<file path="config.mk">
export PLATFORM = sky130hd
export DESIGN_NAME = reg_scoreboard_flat
export DESIGN_NICKNAME = d
export VERILOG_FILES = /design/src/rtl/reg_scoreboard_pkg.sv /design/src/rtl/reg_scoreboard_if.sv /design/src/rtl/reg_scoreboard_counter.sv /design/src/rtl/reg_scoreboard.sv /design/src/flat_wrapper.sv
export SDC_FILE = /design/constraint.sdc
export NUM_CORES = 1
export LEC_CHECK = 0
export BUFFER_PORTS_ARGS = -buffer_cell sky130_fd_sc_hd__buf_4
export CORE_ASPECT_RATIO = 1.25
export CORE_MARGIN = 10
export CORE_UTILIZATION = 50
export CTS_CLUSTER_SIZE = 20
export DETAILED_ROUTE_END_ITERATION = 7
export HOLD_SLACK_MARGIN = 0.05
export PLACE_DENSITY = 0.69
export SLEW_MARGIN = 20
export SYNTH_ARGS = -nofsm -noshare
export SYNTH_HDL_FRONTEND = slang
export SYNTH_SLANG_ARGS = --single-unit
</file>
<file path="constraint.sdc">
create_clock -name clk -period 4.8 [get_ports clk]
set_input_delay 0.72 -clock clk [delete_from_list [all_inputs] [get_ports clk]]
set_output_delay 0.72 -clock clk [all_outputs]
set_load 0.005 [all_outputs]
</file>
<file path="src/rtl/reg_scoreboard_pkg.sv">
// Shared widths, bus layouts and counter helpers for the register scoreboard.
package reg_scoreboard_pkg;

    localparam int SB_CNT_W    = 2;
    localparam int REG_IDX_W   = 5;
    localparam int DS_TO_SB_WD = 11;
    localparam int WB_TO_SB_WD = 7;
    localparam int ES_TO_SB_WD = 7;

    localparam logic [SB_CNT_W-1:0] SB_CNT_MAX = '1;

    typedef enum logic [1:0] {
        CNT_HOLD,
        CNT_INC,
        CNT_DEC,
        CNT_CLR
    } cnt_op_e;

    // Bus layouts matching the widths above: {rj, rk, is_imm} and {valid, we, rd}.
    typedef struct packed {
        logic [REG_IDX_W-1:0] rj;
        logic [REG_IDX_W-1:0] rk;
        logic                 isImm;
    } ds_to_sb_t;

    typedef struct packed {
        logic                 valid;
        logic                 we;
        logic [REG_IDX_W-1:0] rd;
    } wb_to_sb_t;

    typedef struct packed {
        logic                 valid;
        logic                 we;
        logic [REG_IDX_W-1:0] rd;
    } es_to_sb_t;

    // Saturating in both directions so a counter can never wrap.
    function automatic logic [SB_CNT_W-1:0] nextCount(input logic [SB_CNT_W-1:0] cur,
                                                      input cnt_op_e op);
        logic [SB_CNT_W-1:0] nxt;
        nxt = cur;
        case (op)
            CNT_CLR: nxt = '0;
            CNT_INC: nxt = (cur == SB_CNT_MAX) ? cur : cur + SB_CNT_W'(1);
            CNT_DEC: nxt = (cur == '0) ? cur : cur - SB_CNT_W'(1);
            default: nxt = cur;
        endcase
        return nxt;
    endfunction

endpackage

</file>
<file path="src/rtl/reg_scoreboard_if.sv">
// Decode/issue/writeback signals seen by the register scoreboard.
interface reg_scoreboard_if;
    import reg_scoreboard_pkg::*;

    logic                 issue_valid;
    logic                 issue_we;
    logic [REG_IDX_W-1:0] issue_rd;
    logic [REG_IDX_W-1:0] rj;
    logic [REG_IDX_W-1:0] rk;
    logic                 is_imm;
    logic                 wb_valid;
    logic                 wb_we;
    logic [REG_IDX_W-1:0] wb_rd;
    logic                 flush;
    logic                 is_stall;
    logic                 sb_err;

    modport master (
        output issue_valid, issue_we, issue_rd, rj, rk, is_imm,
        output wb_valid, wb_we, wb_rd, flush,
        input  is_stall, sb_err
    );

    modport slave (
        input  issue_valid, issue_we, issue_rd, rj, rk, is_imm,
        input  wb_valid, wb_we, wb_rd, flush,
        output is_stall, sb_err
    );

endinterface

</file>
<file path="src/rtl/reg_scoreboard_counter.sv">
// sb_counter: one 2-bit pending-write counter with saturating inc/dec and clear.
module sb_counter
    import reg_scoreboard_pkg::*;
(
    input  logic                clk,
    input  logic                resetn,
    input  logic                inc_i,
    input  logic                dec_i,
    input  logic                clr_i,
    output logic [SB_CNT_W-1:0] cnt_o,
    output logic                underflow_o
);

    logic [SB_CNT_W-1:0] count_q;
    logic [SB_CNT_W-1:0] count_d;
    cnt_op_e             op;

    // Simultaneous inc and dec cancel; clear wins over both.
    always_comb begin
        op = CNT_HOLD;
        if (clr_i) begin
            op = CNT_CLR;
        end else if (inc_i && !dec_i) begin
            op = CNT_INC;
        end else if (dec_i && !inc_i) begin
            op = CNT_DEC;
        end
        count_d = nextCount(count_q, op);
    end

    always_ff @(posedge clk or negedge resetn) begin
        if (!resetn) begin
            count_q <= '0;
        end else begin
            count_q <= count_d;
        end
    end

    assign cnt_o       = count_q;
    assign underflow_o = (op == CNT_DEC) && (count_q == '0);

endmodule

</file>
<file path="src/rtl/reg_scoreboard.sv">
// Register scoreboard: per-register pending-write counters driving the decode stall.
// Define SB_WB_BYPASS_EN to let a same-cycle final retire release the stall.
module reg_scoreboard
    import reg_scoreboard_pkg::*;
(
    input  logic       clk,
    input  logic       resetn,
    reg_scoreboard_if.slave sb
);

    ds_to_sb_t           dsBus;
    es_to_sb_t           esBus;
    wb_to_sb_t           wbBus;
    logic [SB_CNT_W-1:0] cnt [32];
    logic [31:1]         underflow;
    logic [31:0]         busyVec;
    logic                issueHit;
    logic                retireHit;
    logic                fullHit;
    logic                stall;
    logic                stickyErr_q;
    logic                stickyErr_d;

    assign dsBus = {sb.rj, sb.rk, sb.is_imm};
    assign esBus = {sb.issue_valid, sb.issue_we, sb.issue_rd};
    assign wbBus = {sb.wb_valid, sb.wb_we, sb.wb_rd};

    assign issueHit  = esBus.valid & esBus.we & (esBus.rd != '0) & ~stall;
    assign retireHit = wbBus.valid & wbBus.we & (wbBus.rd != '0);

    assign cnt[0] = '0;

    for (genvar i = 1; i < 32; i++) begin : gCnt
        sb_counter uCounter (
            .clk         (clk),
            .resetn      (resetn),
            .inc_i       (issueHit && (esBus.rd == REG_IDX_W'(i))),
            .dec_i       (retireHit && (wbBus.rd == REG_IDX_W'(i))),
            .clr_i       (sb.flush),
            .cnt_o       (cnt[i]),
            .underflow_o (underflow[i])
        );
    end

    // With bypass, a register whose only pending write retires this cycle is already free.
    always_comb begin
        busyVec = '0;
        for (int n = 1; n < 32; n++) begin
`ifdef SB_WB_BYPASS_EN
            busyVec[n] = (cnt[n] != '0) &&
                         !(retireHit && (wbBus.rd == REG_IDX_W'(n)) && (cnt[n] == SB_CNT_W'(1)));
`else
            busyVec[n] = (cnt[n] != '0);
`endif
        end
    end

    assign fullHit = esBus.we & (esBus.rd != '0) & (cnt[esBus.rd] == SB_CNT_MAX);
    assign stall   = busyVec[dsBus.rj] | (~dsBus.isImm & busyVec[dsBus.rk]) | fullHit;

    assign stickyErr_d = stickyErr_q | (|underflow);

    always_ff @(posedge clk or negedge resetn) begin
        if (!resetn) begin
            stickyErr_q <= 1'b0;
        end else begin
            stickyErr_q <= stickyErr_d;
        end
    end

    assign sb.is_stall = stall;
    assign sb.sb_err   = stickyErr_q;

endmodule

</file>
<file path="src/flat_wrapper.sv">
// flat-port wrapper written by rule: the top's interface ports become plain ports
module reg_scoreboard_flat import reg_scoreboard_pkg::*;
  (clk, resetn, sb_issue_valid, sb_issue_we, sb_issue_rd, sb_rj, sb_rk, sb_is_imm, sb_wb_valid, sb_wb_we, sb_wb_rd, sb_flush, sb_is_stall, sb_sb_err);
  reg_scoreboard_if sb_i ();
  input  logic clk;
  input  logic resetn;
  input wire logic [$bits(sb_i.issue_valid)-1:0] sb_issue_valid;
  input wire logic [$bits(sb_i.issue_we)-1:0] sb_issue_we;
  input wire logic [$bits(sb_i.issue_rd)-1:0] sb_issue_rd;
  input wire logic [$bits(sb_i.rj)-1:0] sb_rj;
  input wire logic [$bits(sb_i.rk)-1:0] sb_rk;
  input wire logic [$bits(sb_i.is_imm)-1:0] sb_is_imm;
  input wire logic [$bits(sb_i.wb_valid)-1:0] sb_wb_valid;
  input wire logic [$bits(sb_i.wb_we)-1:0] sb_wb_we;
  input wire logic [$bits(sb_i.wb_rd)-1:0] sb_wb_rd;
  input wire logic [$bits(sb_i.flush)-1:0] sb_flush;
  output wire logic [$bits(sb_i.is_stall)-1:0] sb_is_stall;
  output wire logic [$bits(sb_i.sb_err)-1:0] sb_sb_err;
  assign sb_i.issue_valid = sb_issue_valid;
  assign sb_i.issue_we = sb_issue_we;
  assign sb_i.issue_rd = sb_issue_rd;
  assign sb_i.rj = sb_rj;
  assign sb_i.rk = sb_rk;
  assign sb_i.is_imm = sb_is_imm;
  assign sb_i.wb_valid = sb_wb_valid;
  assign sb_i.wb_we = sb_wb_we;
  assign sb_i.wb_rd = sb_wb_rd;
  assign sb_i.flush = sb_flush;
  assign sb_is_stall = sb_i.is_stall;
  assign sb_sb_err = sb_i.sb_err;
  reg_scoreboard u_core (.clk(clk), .resetn(resetn), .sb(sb_i));
endmodule
</file>
Yosys cells after proc, flatten, opt, wreduce, memory -nomap -nowiden
Cells that the tools add are included.

Logic and storage cells: 897. Bits of input ports: 28. Register bits: 63.

Add/sub/neg operators: 62. Reduce and logical (&&, ||, !) cells: 344. $lt $le $gt $ge: 3. Bitwise gates (word level): 14. Eq/ne operators: 249. Mux-type cells: 193.

Operators with widths (count): $mux 2 (157); $eq 2x2->1 const B (94); $pmux 2 s3 (31); $eq 5x5->1 const B (32); $logic_and 1x1->1 (155); $ne 2x2->1 const B (62); $reduce_and 3->1 (31); $reduce_bool 3->1 (31); $eq 5x4->1 const B (16); $add 2x1->2 const B (31); $eq 2x1->1 const B (31); $logic_not 1->1 (62); $logic_not 2->1 (31); $reduce_bool 2->1 (31); $sub 2x1->2 const B (31); $eq 5x3->1 const B (8); $reduce_or 31->1 (1); $eq 5x2->1 const B (4); $lt 5x6->1 const B (2); $bmux 1 s5 (2); $bmux 2 s5 (1); $eq 5x1->1 const B (2); $reduce_bool 5->1 (2); $and 1x1->1 (8); 5 further kinds (9).

Longest topological paths before layout
Depth in word-level cells: 19. Mapped depth: 20. Depth with buffers taken out: 15.

By module
From an unflattened synthesis, not the netlist that was laid out.

Cell total of the unflattened synthesis: 1053. Area total of the unflattened synthesis: 8070.2 µm².

By module, submodules not included: sb_counter (cells an instance 24, seq. area each 50.0 µm², instances 31, area each 195.2 µm²); reg_scoreboard (cells an instance 309, seq. area each 25.0 µm², instances 1, area each 2019.4 µm²).

Worst setup path after synthesis
OpenSTA, ideal clock, no wires.

Path type: in2reg. Start: input sb_issue_rd[1]. End: register u_core.stickyErr_q, in the netlist u_core.sb.sb_err. Path slack: 502 ps. Path buffers: 4. Arrival: 4159 ps. Setup time: 138 ps. Stages: 17. Data required time: 4662 ps. Cells stage by stage: buf_6 > buf_6 > mux2_4 > o22ai_1 > nor4_1 > or4_4 > nor2_4 > and4_1 > buf_2 > buf_2 > nand2_1 > a21o_1 > ha_1 > a22o_1 > a221oi_1 > nand3_1 > or4_1.

Cells in the longest elaborated chain, start to end: 19. Elaborated cells between the ends (all ways): 324. Those cells by class: 63 x eq/ne; 96 x mux; 8 x bitwise; 157 x reduce/logical.

Ends and longest elaborated chain: start: declaration (RTL line flat_wrapper.sv:9) `input wire logic [$bits(sb_i.issue_rd)-1:0] sb_issue_rd;`; $not 5->6 (implied by the code) (RTL line reg_scoreboard.sv:58) `assign fullHit = esBus.we & (esBus.rd != '0) & (cnt[esBus.rd] == SB_CNT_MAX);`; $bmux 2 s5 (RTL line reg_scoreboard.sv:58); $mux 2 (implied by the code) (2 in series) (RTL line reg_scoreboard.sv:58); $eq 2x2->1 (RTL line reg_scoreboard.sv:58); $and 1x1->1 (RTL line reg_scoreboard.sv:58); $or 1x1->1 (RTL line reg_scoreboard.sv:59) `assign stall = busyVec[dsBus.rj] | (~dsBus.isImm & busyVec[dsBus.rk]) | fullHit;`; $not 1->1 (RTL line reg_scoreboard.sv:28) `assign issueHit = esBus.valid & esBus.we & (esBus.rd != '0) & ~stall;`; $and 1x1->1 (RTL line reg_scoreboard.sv:28); [3 not listed]; $mux 2 (RTL line reg_scoreboard_counter.sv:25) `end else if (dec_i && !inc_i) begin`; $mux 2 (RTL line reg_scoreboard_counter.sv:23) `end else if (inc_i && !dec_i) begin`; $mux 2 (RTL line reg_scoreboard_counter.sv:21) `if (clr_i) begin`; $eq 2x2->1 (RTL line reg_scoreboard_counter.sv:40) `assign underflow_o = (op == CNT_DEC) && (count_q == '0);`; $logic_and 1x1->1 (RTL line reg_scoreboard_counter.sv:40); $reduce_or 31->1 (*) (RTL line reg_scoreboard.sv:61) `assign stickyErr_d = stickyErr_q | (|underflow);`; $or 1x1->1 (*) (RTL line reg_scoreboard.sv:61); via u_core.stickyErr_d (RTL line reg_scoreboard.sv:22) `logic stickyErr_d;`; end signal: assignment (RTL line reg_scoreboard.sv:67) `stickyErr_q <= stickyErr_d;`; end: declaration (RTL line reg_scoreboard.sv:21) `logic stickyErr_q;`.

The timed path passes the listed nets; every way through them passes the cells marked *. The select of a mux whose other input is x is not followed. A chain may end at the register's enable or synchronous reset.

Final worst setup path
Ends and elaborated chain as after synthesis.

==> implementation parameters <==
Parameter                              Value

Die
  Num ports ... 30
  Die H ... 161 µm
  Horizontal die dimension ... ~130 µm
  Area of the core ... 15,600 µm²
  Rows ... 51
  Die Outline Area ... ~21,000 µm²
  Effective utilization at floorplan ... 0.511

Clock network
  Clock sinks ... 63
  Gates resized, CTS repair ... 0
  Cell at the root of the clock tree ... sky130_fd_sc_hd__clkbuf_16
  CTS tree ... built
  Number of buffers inserted by hold repair at cts ... 0
  Number of CTS-inserted buffers ... 9
  Post-CTS setup repair buffer count ... 0
  Clk buf depth ... 2
  Worst-Skew Late Latency ... ~0.35 ns
  H-tree level count ... 3
  Clock Pin Slew Worst Setup and Hold Paths ... 0.06 ns

Logic synthesis
  EDFF count, synth ... 0
  Total of flip-flops plus latches after synthesis ... 63
  Syn Nets ... 1,132
  Asr flop ratio synth ... 1.00
  Cell area after synthesis ... between 7000 and 8000 µm²
  Leading post-synthesis cells by cell area ... sky130_fd_sc_hd__dfrtp_1, sky130_fd_sc_hd__ha_1, sky130_fd_sc_hd__nor2_1, sky130_fd_sc_hd__mux4_2, sky130_fd_sc_hd__nand2_1
  Share of Yosys cell area claimed by the top area cell type ... 0.197
  Mean Syn Cell Area ... 7.66 µm²
  Dominant register cell in the synthesized netlist ... sky130_fd_sc_hd__dfrtp_1
  Post-synth cell types ... 71
  Post-Syn Instances ... 1,042
  Post-synth top area cell ... sky130_fd_sc_hd__dfrtp_1
  Share of synthesized area occupied by flip-flops and latches ... 0.197
  Yosys warns ... 0

Routing
  Number of nets with antenna violations after routing ... 0
  Routed WL per cell ... 20.6 µm
  Number of DRC markers in iteration 0 ... just under 900
  Via Count ... 8,349
  Wire length reported by the detailed router ... between 20,000 and 30,000 µm
  Via-per-instance ratio ... between 6 and 7
  Detailed-routing iteration count for the pre-antenna-repair pass ... 5
  Number of remaining DRC errors ... 0

Final layout
  Most common cell after layout, fill and taps aside ... sky130_fd_sc_hd__nor2_1
  Antenna cell count ... 0
  Number of nets at the end of the flow ... 1,132
  Final Instance Count excl. Fillers ... 1,259
  Top library cells by usage in the layout, fill and taps aside ... sky130_fd_sc_hd__nor2_1, sky130_fd_sc_hd__nand2_1, sky130_fd_sc_hd__inv_1
  Synthesis-to-finish area growth ... 8.78%
  Fraction of layout cells with a size suffix above 1 ... 0.116

Timing
  Final worst path period share ... 0.912
  Setup clock skew after layout ... 0.00685 ns
  Highest achievable clock rate ... 0.228 GHz
  Crit path setup slack, layout ... 0.422 ns
  RSZ-0062 raised after global routing ... false
  Final setup fails ... 0
  Slew at the pin with the worst max-slew slack ... 1.05 ns
  Number of failing hold endpoints at the final stage ... 0
  Setup_tns ... 0 ns
  Slew headroom ... 0.299
  Final Slew Violations ... 0
  Final period demand of the worst path ... approximately 4.4 ns

Global routing
  Pin count of the biggest net entering global routing ... 95
  Global router's overall resource usage ... 0.237
  Via count of the first global-routing pass ... 7,731
  Antenna violations before repair ... 0
  Aggregate global routing overflow ... 0
  Global-route wire length before repair ... 41,000 µm

Pwr
  Leakage power ... ~3.6 nW
  Power per unit of standard cell area ... 318 nW/µm²
  Maximum resistive drop on vdd ... 0.265 mV

Worst setup path
  CP peak stage delay ... between 0.5 and 0.6 ns
  Worst Reg2Reg Path Length in Cells ... 13
  Slowest CP cell ... sky130_fd_sc_hd__or4_4
  Arrival time at the worst endpoint ... around 4.6 ns
  Worst-path maximum fanout ... 11
  Crit path cell chain ... buf_4 > mux4_2 > nor2_2 > nor4_1 > or4_4 > nor2_4 > and4b_1 > nand2_1 > a21o_1 > ha_1 > a22o_1 > a221oi_1 > nand3_1 > or4_1
  Critical Path Sink Type ... flip-flop
  Reg-to-reg endpoint ... u_core.sb.sb_err$_DFF_PN0_
  Reg2reg start ... u_core.gCnt[21].uCounter.cnt_o[0]$_DFFE_PN0P_
  Startpoint kind of the worst setup timing path ... input port
  R2r setup slk ... 0.51 ns
  CP Data Required Time ... about 5 ns
  Type of the worst setup path ... in -> reg

Place
  DP Worst Slack ... between 0.15 and 0.2 ns
  Number of buffers inserted by port buffering ... 29
  Number of placed cells counting well taps ... around 1,200
  Estimated wirelength of the detail-placed design ... approximately 20,000 µm
  GP Congestion ... approximately 1.0

Run
  Number of violations of the max-capacitance limit ... 0

Worst hold path
  Path type of the worst min-delay path ... in -> async

Status
  Result of the run ... complete, no violations
-- cell type report --
type | count | area [µm²]
clock buffer | 9 | 225
clock inverter | 7 | 121
fill | 1476 | 6950
inverter | 80 | 300
multi-input combinational | 842 | 5840
sequential | 63 | 1580
tap | 212 | 265
timing repair buffer | 46 | 358
-- cell usage after synthesis, drive strengths merged (4+ instances only) --
| library cell | number |
|---|---|
| a21o | 31 |
| a21oi | 50 |
| a221oi | 5 |
| a22oi | 13 |
| a31o | 4 |
| a31oi | 47 |
| a32oi | 6 |
| a41oi | 5 |
| and2 | 6 |
| and3 | 7 |
| buf | 26 |
| clkbuf | 31 |
| dfrtp | 63 |
| ha | 62 |
| inv | 80 |
| mux2 | 5 |
| mux2i | 16 |
| mux4 | 16 |
| nand2 | 92 |
| nand2b | 25 |
| nand3 | 34 |
| nand3b | 21 |
| nand4 | 8 |
| nor2 | 107 |
| nor2b | 26 |
| nor3 | 53 |
| nor3b | 4 |
| nor4 | 13 |
| nor4bb | 6 |
| o211ai | 28 |
| o21a | 6 |
| o21ai | 46 |
| o311ai | 19 |
| o31ai | 6 |
| or4 | 26 |
| or4b | 8 |
-- cells by family (layout without fill, tap and decap cells) --
logic type,after synthesis,count (layout),share of synthesized area
fa+ha+maj,62,62,0.0972
flops,63,63,0.197
compound gates,294,294,0.265
buf+inv,137,142,0.0713
simple gates,447,447,0.293
mux,37,37,0.0732
xor+xnor,2,2,0.00219
-- flip-flops by register name, summed over array words and instances (netlist names) --
signal,cells
u_core.sb.sb_err,1
u_core.gCnt.uCounter.cnt_o,62
-- worst max-delay path by stage --
| stage | from | to | slack, ns | depth (start not counted) |
|---|---|---|---|---|
| 4_1_cts | sb_issue_rd[1] | u_core.sb.sb_err$_DFF_PN0_ | 0.55 | 14 |
| 6_report | sb_issue_rd[1] | u_core.sb.sb_err$_DFF_PN0_ | 0.42 | 14 |
| 3_5_place_dp | sb_issue_rd[1] | u_core.sb.sb_err$_DFF_PN0_ | 0.18 | 14 |
| 2_1_floorplan | sb_issue_rd[1] | u_core.sb.sb_err$_DFF_PN0_ | 0.50 | 17 |
| 3_3_place_gp | sb_issue_rd[1] | u_core.sb.sb_err$_DFF_PN0_ | 0.21 | 14 |
| 5_1_grt | sb_issue_rd[1] | u_core.sb.sb_err$_DFF_PN0_ | 0.36 | 14 |
-- power breakdown --
part / internal, W / switching, W
combinational: 0.000445 / 0.000637
sequential: 0.000656 / 0.000250
clock: 0.000509 / 0.000269
total: 0.00161 / 0.00116
-- through the flow --
stage	instance area, µm²	total power, W	util	hold slack [ns]
5_1_grt	8680	0.00292	0.556	0.558
3_5_place_dp	8340	0.00196	0.533	0.538
6_report	8680	0.00277	0.556	0.457
2_1_floorplan	7980	0.00160	-	0.424
4_1_cts	8680	0.00275	0.556	0.523
3_3_place_gp	8340	0.00195	0.533	0.532
-- critical path: cells and delay by family --
family | cells | cell delay (ns)
and+or+nand+nor | 8 | 2.08
AOI/OAI and AO/OA | 3 | 0.82
muxes | 1 | 0.53
adders and majority gates | 1 | 0.26
buffers and inverters | 1 | 0.18
-- per-layer routing --
layer,share of wire,GRT usage,up-vias
met5,0,0,-
met4,0.048,0.129,0
met3,0.081,0.0534,86
met2,0.47,0.390,372
met1,0.40,0.279,3977
li1,-,-,3914
No activity file was read; power rests on OpenSTA's default activity.
